[config.mk]
export PLATFORM = sky130hd
export DESIGN_NAME = if_prefetch_unit
export DESIGN_NICKNAME = d
export VERILOG_FILES = /design/src/rtl/ifq_types.sv /design/src/rtl/ifq_fifo.sv /design/src/rtl/if_prefetch_unit.sv
export SDC_FILE = /design/constraint.sdc
export NUM_CORES = 1
export LEC_CHECK = 0
export CORE_MARGIN = 3
export CORE_UTILIZATION = 51
export CTS_CLUSTER_DIAMETER = 60
export CTS_CLUSTER_SIZE = 10
export DETAILED_ROUTE_END_ITERATION = 12
export HOLD_SLACK_MARGIN = 0.15
export PLACE_DENSITY = 0.76
export SKIP_CTS_REPAIR_TIMING = 1
export SLEW_MARGIN = 40
export SYNTH_ARGS = -nofsm -noshare
export SYNTH_HDL_FRONTEND = slang
export SYNTH_SLANG_ARGS = --single-unit
export TNS_END_PERCENT = 5
[constraint.sdc]
create_clock -name clk -period 3.4 [get_ports clk]
set_input_delay 0.51 -clock clk [delete_from_list [all_inputs] [get_ports clk]]
set_output_delay 0.51 -clock clk [all_outputs]
set_load 0.03 [all_outputs]
[src/rtl/ifq_types.sv]
// Shared types for the instruction-fetch prefetch unit: FSM states,
// queue entry layout and the word-alignment mask applied to redirect targets.
package ifq_types;

    typedef logic [31:0] rv32i_word;

    typedef enum logic [1:0] {
        REQ,
        HOLD,
        DISCARD
    } ifq_state_t;

    typedef struct packed {
        rv32i_word pc;
        rv32i_word instr;
    } ifq_entry_t;

    localparam rv32i_word IFQ_ALIGN_MASK = 32'hFFFFFFFC;

endpackage

[src/rtl/ifq_fifo.sv]
// Fetch queue: DEPTH-entry circular buffer of {pc,instr} pairs with flush.
// Pointers wrap naturally because DEPTH is a power of two.
module ifq_fifo
    import ifq_types::*;
#(
    parameter int DEPTH = 4
) (
    input  logic                       clk,
    input  logic                       rst,
    input  logic                       flush,
    input  logic                       enq,
    input  ifq_entry_t                 enq_data,
    input  logic                       deq,
    output ifq_entry_t                 head,
    output logic [$clog2(DEPTH+1)-1:0] count,
    output logic                       full,
    output logic                       empty
);

    localparam int AW = $clog2(DEPTH);
    localparam int CW = $clog2(DEPTH + 1);
    localparam logic [CW-1:0] FULL_COUNT = CW'(DEPTH);

    ifq_entry_t    mem [DEPTH];
    logic [AW-1:0] wr_ptr;
    logic [AW-1:0] rd_ptr;
    logic          do_enq;
    logic          do_deq;

    assign full   = (count == FULL_COUNT);
    assign empty  = (count == '0);
    assign do_enq = enq && (!full || deq);
    assign do_deq = deq && !empty;
    assign head   = mem[rd_ptr];

    // Pointer and occupancy bookkeeping; flush empties the queue in one edge.
    always_ff @(posedge clk) begin
        // NOTE: non-blocking assignments keep every register update using pre-edge values.
        if (rst || flush) begin
            wr_ptr <= '0;
            rd_ptr <= '0;
            count  <= '0;
        end else begin
            if (do_enq) wr_ptr <= wr_ptr + 1'b1;
            if (do_deq) rd_ptr <= rd_ptr + 1'b1;
            case ({do_enq, do_deq})
                2'b10:   count <= count + 1'b1;
                2'b01:   count <= count - 1'b1;
                default: count <= count;
            endcase
        end
    end

    // Entry storage write port.
    always_ff @(posedge clk) begin
        // NOTE: storage is not reset; count gates every read, so stale words are never observed.
        if (do_enq) mem[wr_ptr] <= enq_data;
    end

endmodule

[src/rtl/if_prefetch_unit.sv]
// Instruction-fetch front end: owns the fetch PC, keeps at most one icache
// request in flight, buffers responses in ifq_fifo and handles redirects.
// Optional feature: define IFQ_BYPASS_EN to forward a response straight to
// the outputs when the queue is empty.
module if_prefetch_unit
    import ifq_types::*;
#(
    parameter int        DEPTH    = 4,
    parameter rv32i_word RESET_PC = 32'h00000060
) (
    input  logic        clk,
    input  logic        rst,
    output logic        icache_read,
    output logic [31:0] icache_addr,
    input  logic [31:0] icache_rdata,
    input  logic        icache_resp,
    input  logic        redirect,
    input  logic [31:0] redirect_pc,
    input  logic        deq_ready,
    output logic        out_valid,
    output logic [31:0] out_pc,
    output logic [31:0] out_instr
);

    localparam int CW = $clog2(DEPTH + 1);
    localparam logic [CW-1:0] FULL_COUNT = CW'(DEPTH);

    ifq_state_t    state;
    ifq_state_t    state_next;
    rv32i_word     fetch_pc;
    rv32i_word     fetch_pc_next;
    rv32i_word     pend_pc;
    rv32i_word     pend_pc_next;
    rv32i_word     redirect_target;
    ifq_entry_t    head;
    ifq_entry_t    enq_data;
    logic [CW-1:0] count;
    logic [CW-1:0] count_next;
    logic          full;
    logic          empty;
    logic          resp_accept;
    logic          bypass_consume;
    logic          enq;
    logic          deq;

    assign redirect_target = redirect_pc & IFQ_ALIGN_MASK;
    assign resp_accept     = !rst && (state == REQ) && icache_resp && !redirect;
`ifdef IFQ_BYPASS_EN
    assign bypass_consume  = resp_accept && empty && deq_ready;
`else
    assign bypass_consume  = 1'b0;
`endif
    assign enq        = resp_accept && !bypass_consume;
    assign deq        = !empty && deq_ready && !redirect;
    assign count_next = count + CW'(enq) - CW'(deq);
    assign enq_data   = '{pc: fetch_pc, instr: icache_rdata};

    // The in-flight address is always fetch_pc; DISCARD leaves it untouched until resp.
    assign icache_read = !rst && (state != HOLD);
    assign icache_addr = fetch_pc;

    ifq_fifo #(.DEPTH(DEPTH)) u_fifo (
        .clk      (clk),
        .rst      (rst),
        .flush    (redirect),
        .enq      (enq),
        .enq_data (enq_data),
        .deq      (deq),
        .head     (head),
        .count    (count),
        .full     (full),
        .empty    (empty)
    );

    // Fetch state, fetch PC and pending redirect target registers.
    always_ff @(posedge clk) begin
        if (rst) begin
            state    <= REQ;
            fetch_pc <= RESET_PC;
            pend_pc  <= '0;
        end else begin
            state    <= state_next;
            fetch_pc <= fetch_pc_next;
            pend_pc  <= pend_pc_next;
        end
    end

    // Next-state logic; redirect outranks every other event in every state.
    always_comb begin
        // NOTE: defaults first so every path assigns every output and no latch is inferred.
        state_next    = state;
        fetch_pc_next = fetch_pc;
        pend_pc_next  = pend_pc;
        unique case (state)
            REQ: begin
                if (redirect) begin
                    if (icache_resp) begin
                        fetch_pc_next = redirect_target;
                    end else begin
                        pend_pc_next = redirect_target;
                        state_next   = DISCARD;
                    end
                end else if (icache_resp) begin
                    fetch_pc_next = fetch_pc + 32'd4;
                    if (count_next == FULL_COUNT) state_next = HOLD;
                end
            end
            HOLD: begin
                if (redirect) begin
                    fetch_pc_next = redirect_target;
                    state_next    = REQ;
                end else if (!full || deq) begin
                    state_next = REQ;
                end
            end
            DISCARD: begin
                if (redirect) begin
                    pend_pc_next = redirect_target;
                    if (icache_resp) begin
                        fetch_pc_next = redirect_target;
                        state_next    = REQ;
                    end
                end else if (icache_resp) begin
                    fetch_pc_next = pend_pc;
                    state_next    = REQ;
                end
            end
            default: state_next = REQ;
        endcase
    end

    // Output mux: queue head, or the arriving response when bypassing an empty queue.
    always_comb begin
        out_valid = !empty;
        out_pc    = empty ? '0 : head.pc;
        out_instr = empty ? '0 : head.instr;
`ifdef IFQ_BYPASS_EN
        if (resp_accept && empty) begin
            out_valid = 1'b1;
            out_pc    = fetch_pc;
            out_instr = icache_rdata;
        end
`endif
    end

endmodule
# == Word level (Yosys, flattened, before mapping) ==
# Memory sizes are Yosys's and may differ from the RTL's. A register that Yosys moved wholly into a read port is not among the register bits.
# Index checks and enable logic that the tools add are counted.
# word_totals
regBits,73
ram_bits,256
out_inout_bits,98
n_memories,1
# op_classes
addsub,7
eq_ne,17
mux,25
reduce_logical,22
# mem_list
memory,words,word_bits,rd,rd_clocked_by_memory_dff,wr,line,text
u_fifo.mem,4,64,1,1,1,ifq_fifo.sv:24,ifq_entry_t mem [DEPTH];
# op_table
operator,count
$mux W32,10
$pmux W32 S3,1
$pmux W32 S2,1
$add A32 B3 Y32 const B,1
$mux W2,9
$ne A3 B3 Y1 const B,4
$ne A2 B2 Y1 const B,5
$logic_and A1 B1 Y1,8
$reduce_and A4 Y1,2
$eq A3 B3 Y1 const B,2
$pmux W2 S3,1
$pmux W3 S2,1
$reduce_and A5 Y1,1
$add A2 B1 Y2 const B,2
$eq A2 B1 Y1 const B,2
$eq A2 B2 Y1 const B,2
$logic_not A1 Y1,4
$reduce_bool A2 Y1,2
$add A3 B1 Y3,1
$add A3 B1 Y3 const B,1
$logic_not A3 Y1,1
$ne A3 B2 Y1 const B,1
$reduce_bool A3 Y1,1
$sub A3 B1 Y3,1
other kinds (5),7

# == Longest topological paths before layout ==
# Gate-level depths: netlist of the first run.
# depth
ltp_word,11
mapped_depth,12

# == Modules after synthesis ==
# From an unflattened synthesis of the first run, not the netlist that was laid out.
# hier_totals
hier_cells,973
area_unflattened_um2,14076.0
# modules_own_cells
mod,n_inst,cells_per_inst,area_each_um2
ifq_fifo,1,390,9685.5
if_prefetch_unit,1,583,4390.5

# == Least setup slack after synthesis of the first run ==
# OpenSTA, ideal clock, no wires.
# synth_timing
path_type,in2reg
startpoint,input port redirect
endpoint,"memory u_fifo.mem[0][0] in the netlist's numbering, enable pin"
setup_ns,0.429
arrival_ns,3.085
required_ns,2.971
setup_slack_ns,-0.114
path_stages,6
path_buffers,2
cell_sequence,clkbuf_1 > clkbuf_1 > or2_2 > nor2_1 > o21a_1 > and2_1
# synth_between
elab_chain_cells,6
elab_cells_between_ends,7
cone_classes,mux: 2; reduce/logical: 5
# synth_lines
item,line,text
from (decl),if_prefetch_unit.sv:17,"input logic redirect,"
$logic_not A1 Y1 (*),"if_prefetch_unit.sv:47, if_prefetch_unit.sv:54",
$logic_and A1 B1 Y1,if_prefetch_unit.sv:54,assign deq = !empty && deq_ready && !redirect;
$logic_or A1 B1 Y1,ifq_fifo.sv:32,assign do_enq = enq && (!full || deq);
$logic_and A1 B1 Y1 (*),ifq_fifo.sv:32,
$mux W1 (*),ifq_fifo.sv:57,if (do_enq) mem[wr_ptr] <= enq_data;
$mux W1 (not written as such) (*),ifq_fifo.sv:57,
to (decl),ifq_fifo.sv:24,
# Every way passes the cells marked *; elsewhere a longest branch is shown, timed or not.

==> results of run 1 <==
==> worst max path at each step <==
stage	endpoint	slack [ps]	depth (start not counted)
3_5_place_dp	state[1]	360	12
3_3_place_gp	state[1]	420	12
6_report	out_pc[31]	170	4
5_1_grt	out_pc[12]	20	4
4_1_cts	out_pc[31]	100	4
2_1_floorplan	u_fifo.mem[1][0]	-110	6
==> Yosys cell counts (4+ instances only) <==
| master | count | share of area (%) |
|---|---|---|
| mux2i_1 | 22 | 1.5 |
| o211ai_1 | 11 | 0.57 |
| a32o_1 | 5 | 0.34 |
| nand2b_1 | 5 | 0.21 |
| buf_2 | 18 | 0.62 |
| a22o_1 | 6 | 0.36 |
| nor2_1 | 42 | 1.1 |
| a32oi_1 | 4 | 0.24 |
| dfxtp_1 | 73 | 10 |
| a211oi_1 | 11 | 0.57 |
| nor4_1 | 7 | 0.30 |
| a221o_1 | 4 | 0.27 |
| ha_1 | 12 | 1.0 |
| nor3_1 | 13 | 0.45 |
| a22oi_1 | 6 | 0.31 |
| a21oi_1 | 72 | 2.5 |
| xnor2_1 | 5 | 0.30 |
| nand3_1 | 24 | 0.82 |
| and3_1 | 8 | 0.34 |
| or3_1 | 4 | 0.17 |
| mux4_2 | 64 | 9.9 |
| nor2b_1 | 7 | 0.30 |
| o21ai_0 | 41 | 1.4 |
| a31oi_1 | 8 | 0.34 |
| nand2_1 | 117 | 3.0 |
| nand4_1 | 10 | 0.43 |
| clkbuf_1 | 51 | 1.3 |
| o22ai_1 | 4 | 0.17 |
| inv_1 | 21 | 0.54 |
| a221oi_1 | 5 | 0.30 |
| edfxtp_1 | 256 | 53 |
| and2_1 | 70 | 3.0 |
==> cells in the final DEF (no fill, tap or decap), types with 4 or more instances in the layout <==
| cell type | Yosys | final |
|---|---|---|
| edfxtp_1 | 256 | 256 |
| ha_1 | 12 | 12 |
| nor2b_1 | 7 | 7 |
| nor4_1 | 7 | 7 |
| clkdlybuf4s50_1 | 0 | 162 |
| and3_1 | 8 | 8 |
| a31oi_1 | 8 | 8 |
| nand3_1 | 24 | 24 |
| xnor2_1 | 5 | 5 |
| a22oi_1 | 6 | 6 |
| clkbuf_16 | 0 | 40 |
| nor3_1 | 13 | 13 |
| and2_1 | 70 | 66 |
| dfxtp_1 | 73 | 71 |
| nand4_1 | 10 | 10 |
| o22ai_1 | 4 | 4 |
| buf_12 | 0 | 11 |
| buf_4 | 0 | 32 |
| nand2b_1 | 5 | 5 |
| nand2_1 | 117 | 117 |
| o21ai_0 | 41 | 41 |
| nor2_1 | 42 | 42 |
| clkbuf_1 | 51 | 16 |
| mux2i_1 | 22 | 22 |
| a21oi_1 | 72 | 72 |
| and2_4 | 0 | 4 |
| mux4_2 | 64 | 64 |
| a22o_1 | 6 | 6 |
| a221oi_1 | 5 | 5 |
| a32o_1 | 5 | 5 |
| a221o_1 | 4 | 4 |
| o211ai_1 | 11 | 11 |
| a211oi_1 | 11 | 10 |
| inv_1 | 21 | 21 |
| a32oi_1 | 4 | 4 |
==> critical path, delay by kind of cell (launching register included) <==
| kind | cells | cell delay [ps] |
|---|---|---|
| and+or+nand+nor | 1 | 160 |
| DFF | 1 | 620 |
| buffers and inverters | 2 | 890 |
| muxes | 1 | 520 |
==> state kept, by name (all words and copies together) (netlist names), named ones only <==
| register | count |
|---|---|
| icache_addr | 32 |
| u_fifo.count | 3 |
| state | 2 |
| pend_pc | 30 |
| u_fifo.mem | 256 |
| u_fifo.wr_ptr | 2 |
| u_fifo.rd_ptr | 2 |
==> cell type report <==
type | count | area [sq um] | area share (%)
inverter | 23 | 86.3 | 0.479
clock inverter | 4 | 60.1 | 0.333
sequential | 329 | 9150 | 50.8
multi-input combinational | 655 | 5070 | 28.1
clock buffer | 58 | 1090 | 6.04
tap | 378 | 473 | 2.62
timing repair buffer | 207 | 2090 | 11.6
==> layer usage <==
layer | wire length, um | global-route usage, % | share of wire, %
met1 | 14900 | 32.6 | 42
met4 | 918 | 7.31 | 2.6
met5 | 0 | 0 | 0
met3 | 3020 | 4.30 | 8.6
met2 | 16500 | 36.3 | 47
==> per-stage QoR <==
step	cell area, sq um	instances	setup TNS (ps)	hold slack, ps
final	18000	1654	0	451
after global routing	18000	1654	0	475
after CTS	18000	1654	0	453
after detailed placement	16900	1592	0	445
after global placement	16900	1592	0	439
after floorplan	14600	1078	-21910	433
==> cell families (layout without fill, tap and decap cells) <==
group	count (synthesis)	count (layout)	synth area share [%]
compound gates	219	219	9.86
xor+xnor	8	8	0.481
fa+ha+maj	14	14	1.30
buf+inv	94	292	2.58
flops	329	329	62.8
mux	89	89	11.6
simple gates	325	325	11.4
==> power by group <==
group,internal [W],switching [W]
combinational,0.000358,0.000502
sequential,0.00444,0.000119
clock,0.00227,0.00148
total,0.00707,0.00210
==> flow_summary.ini, run 1 <==
[outcome]
status = complete, no violations

[layout]
area_growth_pct = 23.6
nFillCells = 2051
diodes = 0
drive_above_1_share_pct = 13.9
fin_nets = 1338
final_util_pct = 64.3

[min_path]
hold_class = flop to flop
worstHoldEndpoint = pend_pc[19]
whs_path_depth = 2
hp-start = pend_pc[19]

[global_routing]
grt_pass1_vias = 9807
grt_pass1_wl_um = 55600
antenna_found_initial = 0
grt_max_degree = 71
grtUsageTotal_pct = 22.9
grt_remaining_overflow = 0

[cts]
cts_tree = built
clock_sinks = 329
cts_buffers = 39
cts-root-buf = clkbuf_16
htreeDepth = 2
clkTransAtPathRegs_ps = 50
clkLatencyLatePin_ps = 530
cts.path.max_buffers = 3

[sta]
finClkSkew_ps = 19.0
finalCritPeriodShare_pct = 95.1
layout_min_cycle_time_ps = 3230
grt_setup_unrepaired = no
slew_headroom_pct = 44.9
maxSlewViolCount = 0
finalHoldViolCount = 0
worst_slack_ps = 166
tightest_slew_ps = 824
setup_viol = 0
maxClockFrequency_mhz = 309

[route]
final_antenna_net_count = 0
drt_iter0_markers = 1165
routed_wl_um = 35300
drtPass1Iterations = 6
via_per_inst = 6.06
drc = 0
vias = 10000
wl_per_cell_um = 21.4

[worst_setup_path]
critPathLaunchType = flop
slowest_delay_ps = 630
reg2reg_slack_ps = 480
r2r-end = state[1]
slowest_stage = clkdlybuf4s50_1
cp-end-kind = primary output
crit_fanout = 19
required_ps = 2890
r2r_cells = 11
worstReg2RegStart = u_fifo.count[2]
critPathArrivalTime_ps = 2720
critical_path_class = flop to primary output
crit_chain = buf_12 > mux4_2 > and2_1 > clkdlybuf4s50_1

[placed_design]
port_buffers = 164
gp_congestion = 0.890
dp_hpwl_um = 23100
dpl_worst_slack_ps = 362

[logic_synthesis]
synth_area_sq_um = 14600
ys_ff_latch = 329
syn_nets = 1161
yosysWarnings = 0
synthDistinctLibCells = 75
ys_seq_area_share_pct = 62.8
async_flop_share_pct = 0
synthFlopType = edfxtp_1
synthCells = 1078
syn_area_per_cell_sq_um = 13.5
synth_edf_count = 256

[power_and_ir_drop]
finalPower_w = 0.00917
max-vdd-ir-drop_v = 0.000324
p_leak_nw = 5.91
p_per_area_nw_per_um2 = 509

[run]
timing.max_cap.violations = 0

[die]
die_y_um = 175
die_w_um = 175
start_util_pct = 52.0
core_sq_um = 28000
dieArea_sq_um = 30600
rows = 61
io_pins = 167
No activity file was read; power rests on OpenSTA's default activity.
==> inputs of run 2 (changes only) <==
--- a/config.mk
+++ b/config.mk
@@ -6,12 +6,13 @@
 export NUM_CORES = 1
 export LEC_CHECK = 0
 export CORE_MARGIN = 3
-export CORE_UTILIZATION = 51
+export CORE_UTILIZATION = 53
+export CTS_BUF_LIST = sky130_fd_sc_hd__clkbuf_8
 export CTS_CLUSTER_DIAMETER = 60
 export CTS_CLUSTER_SIZE = 10
 export DETAILED_ROUTE_END_ITERATION = 12
 export HOLD_SLACK_MARGIN = 0.15
-export PLACE_DENSITY = 0.76
+export PLACE_DENSITY = 0.79
 export SKIP_CTS_REPAIR_TIMING = 1
 export SLEW_MARGIN = 40
 export SYNTH_ARGS = -nofsm -noshare
==> flow_summary.ini, run 2 (synthesized netlist as in run 1, its figures left out) <==
[outcome]
status = complete, no violations

[sta]
finalCritPeriodShare_pct = 93.3
setup_tns_ps = 0
timing.hold.ws_ps = 447
finClkSkew_ps = 25.3
finalHoldViolCount = 0
maxClockFrequency_mhz = 315
tightest_slew_ps = 716
grt_setup_unrepaired = no
setup_viol = 0
layout_min_cycle_time_ps = 3170
maxSlewViolCount = 0
slew_headroom_pct = 52.2

[placed_design]
placed_area_sq_um = 16800
dp_hpwl_um = 22500
port_buffers = 164
gp_congestion = 0.898

[power_and_ir_drop]
max-vdd-ir-drop_v = 0.000263
p_per_area_nw_per_um2 = 447
p_leak_nw = 5.75

[worst_setup_path]
crit_fanout = 66
worstReg2RegStart = u_fifo.count[2]
crit_start = u_fifo.count[2]
slowest_delay_ps = 660
crit_end = out_pc[21]
reg2reg_slack_ps = 530
critPathLaunchType = flop
slowest_stage = clkdlybuf4s50_1
r2r_cells = 11
crit_chain = or3_2 > buf_4 > and2_1 > clkdlybuf4s50_1
critical_path_class = flop to primary output
critPathArrivalTime_ps = 2660
required_ps = 2890
cp-end-kind = primary output
r2r-end = state[1]

[cts]
cts_tree = built
cts_buffers = 39
clkLatencyLatePin_ps = 560
cts.path.max_buffers = 3
clkTransAtPathRegs_ps = 70
clock_sinks = 329
htreeDepth = 2
cts-root-buf = clkbuf_8

[layout]
nFillCells = 1980
regMostFlops = u_fifo.mem
diodes = 0
drive_above_1_share_pct = 13.8
fin_nets = 1339
multi_input_area_sq_um = 5070
mostFrequentLayoutCell = edfxtp_1
seq_area_sq_um = 9160
largest_register_ffs = 256
area_growth_pct = 19.8
design_area_sq_um = 17500
final_cell_mix = 256 x edfxtp_1, 162 x clkdlybuf4s50_1, 117 x nand2_1

[route]
drc = 0
vias = 9871
wl_per_cell_um = 21.4
drt_iter0_markers = 1194
drtPass1Iterations = 6
via_per_inst = 6.10
routed_wl_um = 34600
final_antenna_net_count = 0

[die]
io_pins = 167
die_w_um = 172
die_y_um = 172
dieArea_sq_um = 29500
start_util_pct = 53.9
rows = 60
core_sq_um = 27000

[global_routing]
grt_max_degree = 71
antenna_found_initial = 0
grt_pass1_wl_um = 54200
grt_remaining_overflow = 0
grt_pass1_vias = 9657
grtUsageTotal_pct = 23.4

[min_path]
hold_class = input port to flop

[run]
timing.max_cap.violations = 0
run 2: metrics by stage:
step	worst slack, ps	cells	total power [W]	utilization, %
finish	227	1617	0.00781	64.6
global route	74.5	1617	0.00811	64.6
CTS	18.4	1616	0.00785	64.6
detailed placement	365	1555	0.00548	62.2
global placement	428	1555	0.00546	62.2
floorplan	-114	1078	0.00508	-
run 2: final cells by class:
cell class | count | area share, %
multi-input combinational | 655 | 29.0
sequential | 329 | 52.4
clock inverter | 22 | 0.566
clock buffer | 39 | 3.07
timing repair buffer | 208 | 12.0
inverter | 23 | 0.494
tap | 341 | 2.44
run 2: worst min-delay path by stage:
stage	start	to	slack, ps	cells past startpoint
6_report	rst	pend_pc[17]	450	3
5_1_grt	rst	pend_pc[3]	440	3
4_1_cts	rst	pend_pc[12]	420	3
3_5_place_dp	pend_pc[12]	pend_pc[12]	440	2
3_3_place_gp	pend_pc[12]	pend_pc[12]	440	2
2_1_floorplan	pend_pc[10]	pend_pc[10]	430	2
run 2: worst max-delay path: cells and delay by family (launching register included):
kind / cells / cell delay, ps
buffers and inverters: 2 / 1000
flip-flops: 1 / 370
AND/OR/NAND/NOR: 2 / 730
run 2: per-layer routing:
layer / GRT usage, % / up-vias / wire length [um]
li1: - / 4489 / -
met1: 33.8 / 4816 / 14700
met2: 36.7 / 499 / 15900
met3: 4.48 / 67 / 3050
met4: 7.43 / 0 / 975
met5: 0 / - / 0
run 2: where the power goes:
group	switching, W	total, W	leakage (nW)	internal (W)
Combinational	0.000498	0.000853	2.43	0.000355
Clock	0.00134	0.00241	0.390	0.00107
Sequential	0.000120	0.00455	2.93	0.00443
==> inputs of run 3 (changes only) <==
--- a/config.mk
+++ b/config.mk
@@ -8,7 +8,7 @@
 export CORE_MARGIN = 3
 export CORE_UTILIZATION = 53
 export CTS_BUF_LIST = sky130_fd_sc_hd__clkbuf_8
-export CTS_CLUSTER_DIAMETER = 60
+export CTS_CLUSTER_DIAMETER = 50
 export CTS_CLUSTER_SIZE = 10
 export DETAILED_ROUTE_END_ITERATION = 12
 export HOLD_SLACK_MARGIN = 0.15
==> flow_summary.ini, run 3 (synthesized netlist as in run 1, its figures left out) <==
[layout]
nFillCells = 1972
mostFrequentLayoutCell = edfxtp_1
diodes = 0
regMostFlops = u_fifo.mem
final_util_pct = 64.8
area_growth_pct = 20.1
largest_register_ffs = 256
fin_nets = 1340
drive_above_1_share_pct = 14.0
final_cell_mix = 256 x edfxtp_1, 162 x clkdlybuf4s50_1, 117 x nand2_1

[route]
drtPass1Iterations = 5
drt_iter0_markers = 1037
final_antenna_net_count = 0
wl_per_cell_um = 21.4
drc = 0
vias = 9898
routed_wl_um = 34600
via_per_inst = 6.11

[sta]
finalHoldViolCount = 0
finClkSkew_ps = 23.9
tightest_slew_ps = 692
maxSlewViolCount = 0
setup_viol = 0
maxClockFrequency_mhz = 314
slew_headroom_pct = 53.8
finalCritPeriodShare_pct = 93.7
grt_setup_unrepaired = no
timing.hold.ws_ps = 446
layout_min_cycle_time_ps = 3190

[die]
dieArea_sq_um = 29500
io_pins = 167
rows = 60
start_util_pct = 53.9
die_y_um = 172
core_sq_um = 27000
die_w_um = 172

[power_and_ir_drop]
p_per_area_nw_per_um2 = 450
clkPwrFrac_pct = 31.4
sw_frac_of_total_pct = 24.9
net-switching-power_w = 0.00196
max-vdd-ir-drop_v = 0.000268
p_int_w = 0.00591
combPwrFrac_pct = 10.8
p_seq_share_pct = 57.8
p_leak_nw = 5.76

[global_routing]
grtUsageTotal_pct = 23.3
grt_pass1_vias = 9731
grt_pass1_wl_um = 53900
grt_max_degree = 71
grt_remaining_overflow = 0
antenna_found_initial = 0

[worst_setup_path]
critical_path_class = flop to primary output
reg2reg_slack_ps = 490
r2r-end = state[1]
crit_end = out_pc[25]
required_ps = 2890
r2r_cells = 11
critPathLaunchType = flop
crit_start = u_fifo.count[2]
worstReg2RegStart = u_fifo.count[2]
crit_fanout = 66
critPathArrivalTime_ps = 2680
cp-end-kind = primary output

[run]
timing.max_cap.violations = 0

[placed_design]
gp_congestion = 0.898
port_buffers = 164
dp_hpwl_um = 22500

[cts]
clkTransAtPathRegs_ps = 70
cts.path.max_buffers = 3
clkLatencyLatePin_ps = 550
cts-root-buf = clkbuf_8
clock_sinks = 329
cts_tree = built
cts_buffers = 40
htreeDepth = 2

[outcome]
status = complete, no violations

[min_path]
hold_class = input port to flop
[run 3: power groups by stage]
stage | registers (W) | logic, W | clock network (W)
finish | 0.00456 | 0.000850 | 0.00247
global route | 0.00456 | 0.000916 | 0.00269
CTS | 0.00455 | 0.000846 | 0.00253
detailed placement | 0.00464 | 0.000842 | 0
global placement | 0.00463 | 0.000828 | 0
floorplan | 0.00467 | 0.000414 | 0
[run 3: layout make-up]
class                      count  area (sq um)  share of cell area [%]
clock inverter                22           110                   0.629
timing repair buffer         208          2090                    12.0
inverter                      23          86.3                   0.493
tap                          341           427                    2.44
clock buffer                  41           564                    3.22
multi-input combinational    655          5070                    29.0
sequential                   329          9160                    52.3
[run 3: worst min path at each step]
stage	start	depth (start not counted)	endpoint	slack, ps
floorplan	pend_pc[10]	2	pend_pc[10]	430
global placement	pend_pc[12]	2	pend_pc[12]	440
detailed placement	pend_pc[12]	2	pend_pc[12]	440
CTS	rst	3	icache_addr[3]	430
global route	rst	3	pend_pc[3]	450
finish	rst	3	pend_pc[17]	450
[run 3: through the flow]
step           area [sq um]  worst slack, ps  instances  total power (W)  setup TNS [ps]
6_report              17500              214       1619          0.00788               0
3_3_place_gp          16800              428       1555          0.00546               0
3_5_place_dp          16800              365       1555          0.00548               0
2_1_floorplan         14600             -114       1078          0.00508          -21910
5_1_grt               17500             75.5       1619          0.00817               0
4_1_cts               17500             1.69       1618          0.00793               0
[run 3: per-layer routing]
metal	wire, um	global-route usage [%]
met1	14600	33.5
met2	16000	36.3
met3	3050	4.32
met4	1000	8.05
met5	0	0
[run 3: critical path, stage by stage, from the launching register on]
cell and delay [ps]:
dfxtp_1 370, or3_2 500, buf_4 340, and2_1 230, clkdlybuf4s50_1 660
